--- config.mk ---
export PLATFORM = sky130hd
export DESIGN_NAME = operand_collector
export DESIGN_NICKNAME = d
export VERILOG_FILES = /design/src/rtl/operand_collector.sv
export SDC_FILE = /design/constraint.sdc
export NUM_CORES = 1
export LEC_CHECK = 0
export CAP_MARGIN = 20
export CORE_UTILIZATION = 45
export CTS_CLUSTER_SIZE = 12
export DETAILED_ROUTE_END_ITERATION = 7
export DONT_BUFFER_PORTS = 1
export HOLD_SLACK_MARGIN = 0.02
export PLACE_DENSITY_LB_ADDON = 0.25
export SLEW_MARGIN = 20
export SYNTH_ARGS = -nofsm -noshare
export SYNTH_HDL_FRONTEND = slang
export SYNTH_SLANG_ARGS = --single-unit
--- constraint.sdc ---
create_clock -name clk -period 1.8 [get_ports clk]
set_input_delay 0.27 -clock clk [delete_from_list [all_inputs] [get_ports clk]]
set_output_delay 0.27 -clock clk [all_outputs]
set_load 0.01 [all_outputs]
--- src/rtl/operand_collector.sv ---
// operand_collector: gathers a stream of values into DEPTH-slot frames and
// publishes each completed frame through a done/take handshake, double-buffered.
`default_nettype none

module operand_collector #(
  parameter int WIDTH          = 8,
  parameter int DEPTH          = 3,
  parameter bit OVERWRITE_LAST = 1'b1
) (
  input  logic                         clk,
  input  logic                         reset,
  input  logic                         put,
  input  logic [WIDTH-1:0]             value,
  input  logic                         flush,
  input  logic                         take,
  output logic [DEPTH*WIDTH-1:0]       slots,
  output logic [$clog2(DEPTH+1)-1:0]   frame_count,
  output logic                         frame_overflow,
  output logic [$clog2(DEPTH+1)-1:0]   fill_count,
  output logic                         done
);

  localparam int            CW   = $clog2(DEPTH+1);
  localparam logic [CW-1:0] FULL = CW'(DEPTH);

  logic [DEPTH-1:0][WIDTH-1:0] coll;
  logic [DEPTH-1:0][WIDTH-1:0] nxt_coll;
  logic [DEPTH-1:0][WIDTH-1:0] pub_slots;
  logic [CW-1:0]               nxt_fill;
  logic                        ovf;
  logic                        nxt_ovf;
  logic                        req;
  logic                        publish;

  // Post-put view of the collection buffer; both publish and hold paths use it.
  always_comb begin
    nxt_coll = coll;
    nxt_fill = fill_count;
    nxt_ovf  = ovf;
    if (put) begin
      if (fill_count != FULL) begin
        for (int i = 0; i < DEPTH; i++) begin
          if (CW'(i) == fill_count) nxt_coll[i] = value;
        end
        nxt_fill = fill_count + CW'(1);
      end else if (OVERWRITE_LAST) begin
        nxt_coll[DEPTH-1] = value;
      end else begin
        nxt_ovf = 1'b1;
      end
    end
    for (int i = 0; i < DEPTH; i++) begin
      pub_slots[i] = (CW'(i) < nxt_fill) ? nxt_coll[i] : '0;
    end
  end

  // A full buffer only completes on a put-low cycle so a held put never tears a frame.
  assign req     = ((fill_count == FULL) && !put) || (flush && (nxt_fill != '0));
  assign publish = req && (!done || take);

  always_ff @(posedge clk) begin
    if (reset) begin
      coll           <= '0;
      fill_count     <= '0;
      ovf            <= 1'b0;
      slots          <= '0;
      frame_count    <= '0;
      frame_overflow <= 1'b0;
      done           <= 1'b0;
    end else if (publish) begin
      slots          <= pub_slots;
      frame_count    <= nxt_fill;
      frame_overflow <= nxt_ovf;
      done           <= 1'b1;
      coll           <= '0;
      fill_count     <= '0;
      ovf            <= 1'b0;
    end else begin
      coll       <= nxt_coll;
      fill_count <= nxt_fill;
      ovf        <= nxt_ovf;
      if (take && done) done <= 1'b0;
    end
  end

endmodule

`default_nettype wire
* After elaboration in Yosys (flattened, before gate mapping)
Cells that the tools add are included.
** Word-level totals
- Bits in registers :: 53
- Input port bits :: 13
- Output and inout bits :: 30
- Logic and storage cells :: 40
** Cells by class
- Add/subtract/negate cells :: 1
- Magnitude comparators :: 3
- Eq/ne operators :: 4
- Muxes and demuxes :: 13
- Reductions and logical operators :: 12
** Operator list (count)
- $mux 8 :: 7
- $mux 24 :: 1
- $mux 16 :: 1
- $logic_and 1x1->1 :: 4
- $lt 1x2->1 const A :: 2
- $mux 2 :: 2
- $reduce_bool 2->1 :: 2
- $add 2x1->2 const B :: 1
- $eq 1x2->1 const A :: 1
- $eq 2x2->1 const A :: 1
- $eq 2x2->1 const B :: 1
- $logic_not 1->1 :: 2
- $logic_not 2->1 :: 1
- $logic_or 1x1->1 :: 2
- $lt 2x2->1 const A :: 1
- $mux 1 :: 2
- $ne 2x2->1 const B :: 1
- $reduce_or 2->1 :: 1

* Longest topological paths before layout
- Word-level depth :: 8
- Mapped depth :: 6
- Depth with buffers taken out :: 3

* Least setup slack after synthesis
OpenSTA, ideal clock, no wires.
- Kind :: register -> register
- Start :: register fill_count[0]
- End :: register coll[10] (netlist bit)
- Setup time :: 0.139 ns
- Arrival :: 1.322 ns
- Required time :: 1.661 ns
- Slack :: 0.338 ns
- Cell stages (with the launch flop) :: 7
- Path buffers :: 3
- Clock period less this slack :: 1.462 ns
- Cell sequence :: dfxtp_1 -> buf_2 -> clkbuf_2 -> buf_2 -> nand3b_2 -> a21oi_1 -> nor3_2
** On the way
- Word-level cells in the longest chain between the ends :: 8
- Elaborated cells between the ends (all ways) :: 15
- Those cells by class :: 1 x add/sub; 3 x eq/ne; 5 x mux; 6 x reduce/logical
** RTL lines
- start: declaration :: line 19 : output logic [$clog2(DEPTH+1)-1:0] fill_count,
- start signal: assignment :: line 80 : fill_count <= nxt_fill;
- $add 2x1->2 or $ne 2x2->1 (tied branches) :: line 45, 41
- $mux 2 :: line 41 : if (fill_count != FULL) begin
- $mux 2 :: line 40 : if (put) begin
- $reduce_bool 2->1 :: line 58 : assign req = ((fill_count == FULL) && !put) || (flush && (nxt_fill != '0));
- $logic_and 1x1->1 :: line 58
- $logic_or 1x1->1 :: line 58
- $logic_and 1x1->1 :: line 59 : assign publish = req && (!done || take);
- $reduce_or 2->1 (no source line)
- end signal: assignment :: line 79 : coll <= nxt_coll;
- end: declaration :: line 26 : logic [DEPTH-1:0][WIDTH-1:0] coll;
Several ways; a longest one is shown, not always the timed one.
A chain may end at the register's enable or synchronous reset.

* Worst setup path in the final report
- Start :: register fill_count[0]
- End :: register slots[14]
** On the way
- Word-level cells in the longest chain between the ends :: 7
- Elaborated cells between the ends (all ways) :: 16
- Those cells by class :: 1 x add/sub; 1 x order compare; 3 x eq/ne; 6 x mux; 5 x reduce/logical
** RTL lines
- parallel branches: the longest is 7 deep, another holds $add 2x1->2
- end signal: assignment :: line 71 : slots <= pub_slots;
- end: declaration :: line 16 : output logic [DEPTH*WIDTH-1:0] slots,
Parallel ways; which one is timed is not known.

==> flow_summary.yaml <==
timing:
  rsz0062_at_grt: "false"
  postLayoutSetupSlackWorst_ns: 0.229
  tns_ns: 0
  max_freq_ghz: 0.636
  finalSetupViolCount: 0
  hold_ws_ns: 0.0379
  tightest_slew_ns: 0.573
  finalCritPeriodShare: 0.873
  worst_clock_skew_ns: 0.00475
  hold_viol_final: 0
  slew_headroom: 0.618
  finalCriticalPeriod_ns: 1.57
  slew_viol_final: 0
layout:
  final_area_um2: 2780
  drive_gt1_frac: 0.162
  final_common_cell: "dfxtp_1"
  antennaDiodeCount: 0
  fin_nets: 272
  layout.cells.most_common_list: "53 x dfxtp_1, 18 x nand2_1, 18 x a21oi_1"
  fillerInstances: 540
  area_growth_pct: 6.06
synthesis:
  synthTopCellsByArea: "dfxtp_1 40%, mux2i_1 6.5%, nor3_2 3.8%, a21oi_1 3.4%, mux2_4 3.4%"
  synth_seq_cells: 53
  ys.warnings.count: 0
  yosys.cell_types.count: 37
  syn_avg_cell_area_um2: 9.93
  synth.net_count: 277
  ys_seq_area_frac: 0.405
  postSynthCellCount: 264
  synth_area_um2: 2620
  synth_top_cell_by_area: "dfxtp_1"
  synth_top_area_frac: 0.405
clock_tree:
  cts_buffers: 5
  clk_pin_slew_worst_paths_ns: 0.09
  root_buffer: "clkbuf_8"
  clockBufferDepth: 2
  clock_latency_ns: 0.30
  cts_tree: "yes"
  cts_resized: 0
  htree_num_levels: 2
  clock_sinks: 53
routing:
  vias_per_cell: 5.64
  drc: 0
  first_pass_iters: 4
  wire_per_inst_um: 16.4
  vias: 1873
  drtIter0Drc: 127
  routed_wl_mm: 5.45
  drtAntennaViolNets: 0
floorplan:
  start_util: 0.470
  io_pins: 43
  die_w_um: 78.3
  die_h_um: 78.3
  dieArea_um2: 6140
  core_area_um2: 5570
  placementRows: 27
setup_path:
  rrSetupSlack_ns: 0.23
  worstSetupEndpoint: "slots[14]"
  cpPeakStageDelay_ns: 0.47
  crit_type: "reg2reg"
  crit_required_ns: 2.03
  crit_fanout: 11
  startpoint_type: "flip-flop"
  cp.arrival_ns: 1.80
  r2r_cells: 4
  cp_num_cells: 4
  r2r_start: "fill_count[0]"
  crit_family: "compound AO/OA/AOI/OAI gates"
  worst-path-buf-inv: 1
  slowest_stage: "o221ai_4"
  rr_endpoint: "slots[14]"
  end_kind: "flip-flop"
  worstPathCellList: "o21a_4, o221ai_4, buf_4, mux2i_1"
  critPathLaunch: "fill_count[0]"
global_routing:
  grt_use_met3: 0.0500
  grt_use_total: 0.187
  grt_max_degree: 43
  grt_pass1_wl_mm: 8.89
  antenna_found_initial: 0
  gr-usage-met1: 0.238
  grt.busiest_layer: "met2"
  grt_use_met2: 0.304
  grt_pass1_vias: 1764
  grt_overflow_total: 0
placement:
  place_area_um2: 2650
  dpl_worst_slack_ns: 0.220
  dp_hpwl_mm: 3.42
  place_congestion: 0.733
  io_buffers: 0
run:
  drv_cap: 0
pwr:
  ir_drop_uv: 385
  p_per_area_nw_per_um2: 782
  p_leak_nw: 1.19
worst_hold_path:
  hp-class: "in2reg"
run_status:
  outcome: "finished, final reports clean"
-- area by class of cell --
class	count	area [um^2]	area share
Clock inverter	2	10.0	0.00360
Clock buffer	6	72.6	0.0261
Sequential cell	53	1060	0.381
Tap cell	72	90.1	0.0324
Inverter	1	3.75	0.00135
Multi-Input combinational cell	182	1390	0.498
Timing Repair Buffer	16	158	0.0567
-- synth_stat cells --
cell type  count
o211ai_1       8
nand2_1       18
buf_2          4
nand3_1        1
buf_6          3
o211a_1        8
nor2b_2        1
nor3_2        10
a21boi_0       8
clkbuf_1      13
mux2_2         3
clkbuf_2       1
o221a_1        1
a211oi_1       8
buf_1          1
nor3b_1        1
mux2_4         6
and4b_1        8
inv_1          1
mux2i_1       17
and2_1         8
or2_2          1
buf_8          2
nor2b_1       10
a21oi_1       18
nand3b_2       1
or4bb_1        8
dfxtp_1       53
buf_4          4
o22ai_1        1
o21a_4         1
conb_1         1
o21ai_0       16
nor2_1         1
o221ai_4       1
nand2b_1       9
and3_1         8
-- timing repair --
item | CTS | global route
buffers inserted | 0 | 0
endpoints found under the setup margin | 0 | 0
hold buffers | 3 | 2
hold endpoints to repair | 7 | 1
-- power breakdown --
group          internal [mW]  total (mW)  switching, mW  leakage [nW]
Sequential              1.21        1.24         0.0274         0.429
Combinational          0.133       0.295          0.161         0.713
Clock                  0.271       0.644          0.373        0.0450
-- worst reg2reg max path, delay by kind of cell (launching register included) --
kind | cells | cell delay [ns]
flip-flops | 1 | 0.34
multiplexers | 1 | 0.19
buffers and inverters | 1 | 0.28
AO/OA/AOI/OAI | 2 | 0.70
-- metrics by stage --
step | std cells | util | total power, mW
final | 332 | 0.499 | 2.18
after global routing | 332 | 0.499 | 2.27
after CTS | 330 | 0.495 | 2.21
after detailed placement | 319 | 0.475 | 1.54
after global placement | 319 | 0.475 | 1.54
after floorplan | 264 | - | 1.52
-- cells by family (layout without fill, tap and decap cells) --
group | count (synthesis) | after routing | synth area share
simple gates | 85 | 85 | 0.229
flops | 53 | 53 | 0.405
other cells | 1 | 1 | 0.00143
buf+inv | 29 | 25 | 0.0668
compound gates | 70 | 70 | 0.187
mux | 26 | 26 | 0.112
-- routing by layer --
| layer | part of all wire | vias to the layer above |
|---|---|---|
| li1 | - | 941 |
| met1 | 0.48 | 898 |
| met2 | 0.47 | 28 |
| met3 | 0.038 | 6 |
| met4 | 0.015 | 0 |
| met5 | 0 | - |
-- worst min-delay path by stage --
stage	from	to	slack, ns	cells past startpoint
global placement	reset	fill_count[1]	0.35	1
finish	reset	coll[4]	0.04	1
detailed placement	reset	fill_count[1]	0.35	1
global route	reset	coll[1]	0.03	1
CTS	reset	fill_count[0]	0.02	1
floorplan	coll[0]	coll[0]	0.45	2
-- sequential cells by signal, summed over array words and instances, names as in the netlist --
register / flops
slots: 24
done: 1
frame_count: 2
coll: 24
fill_count: 2
(Power assumes the default switching activity.)
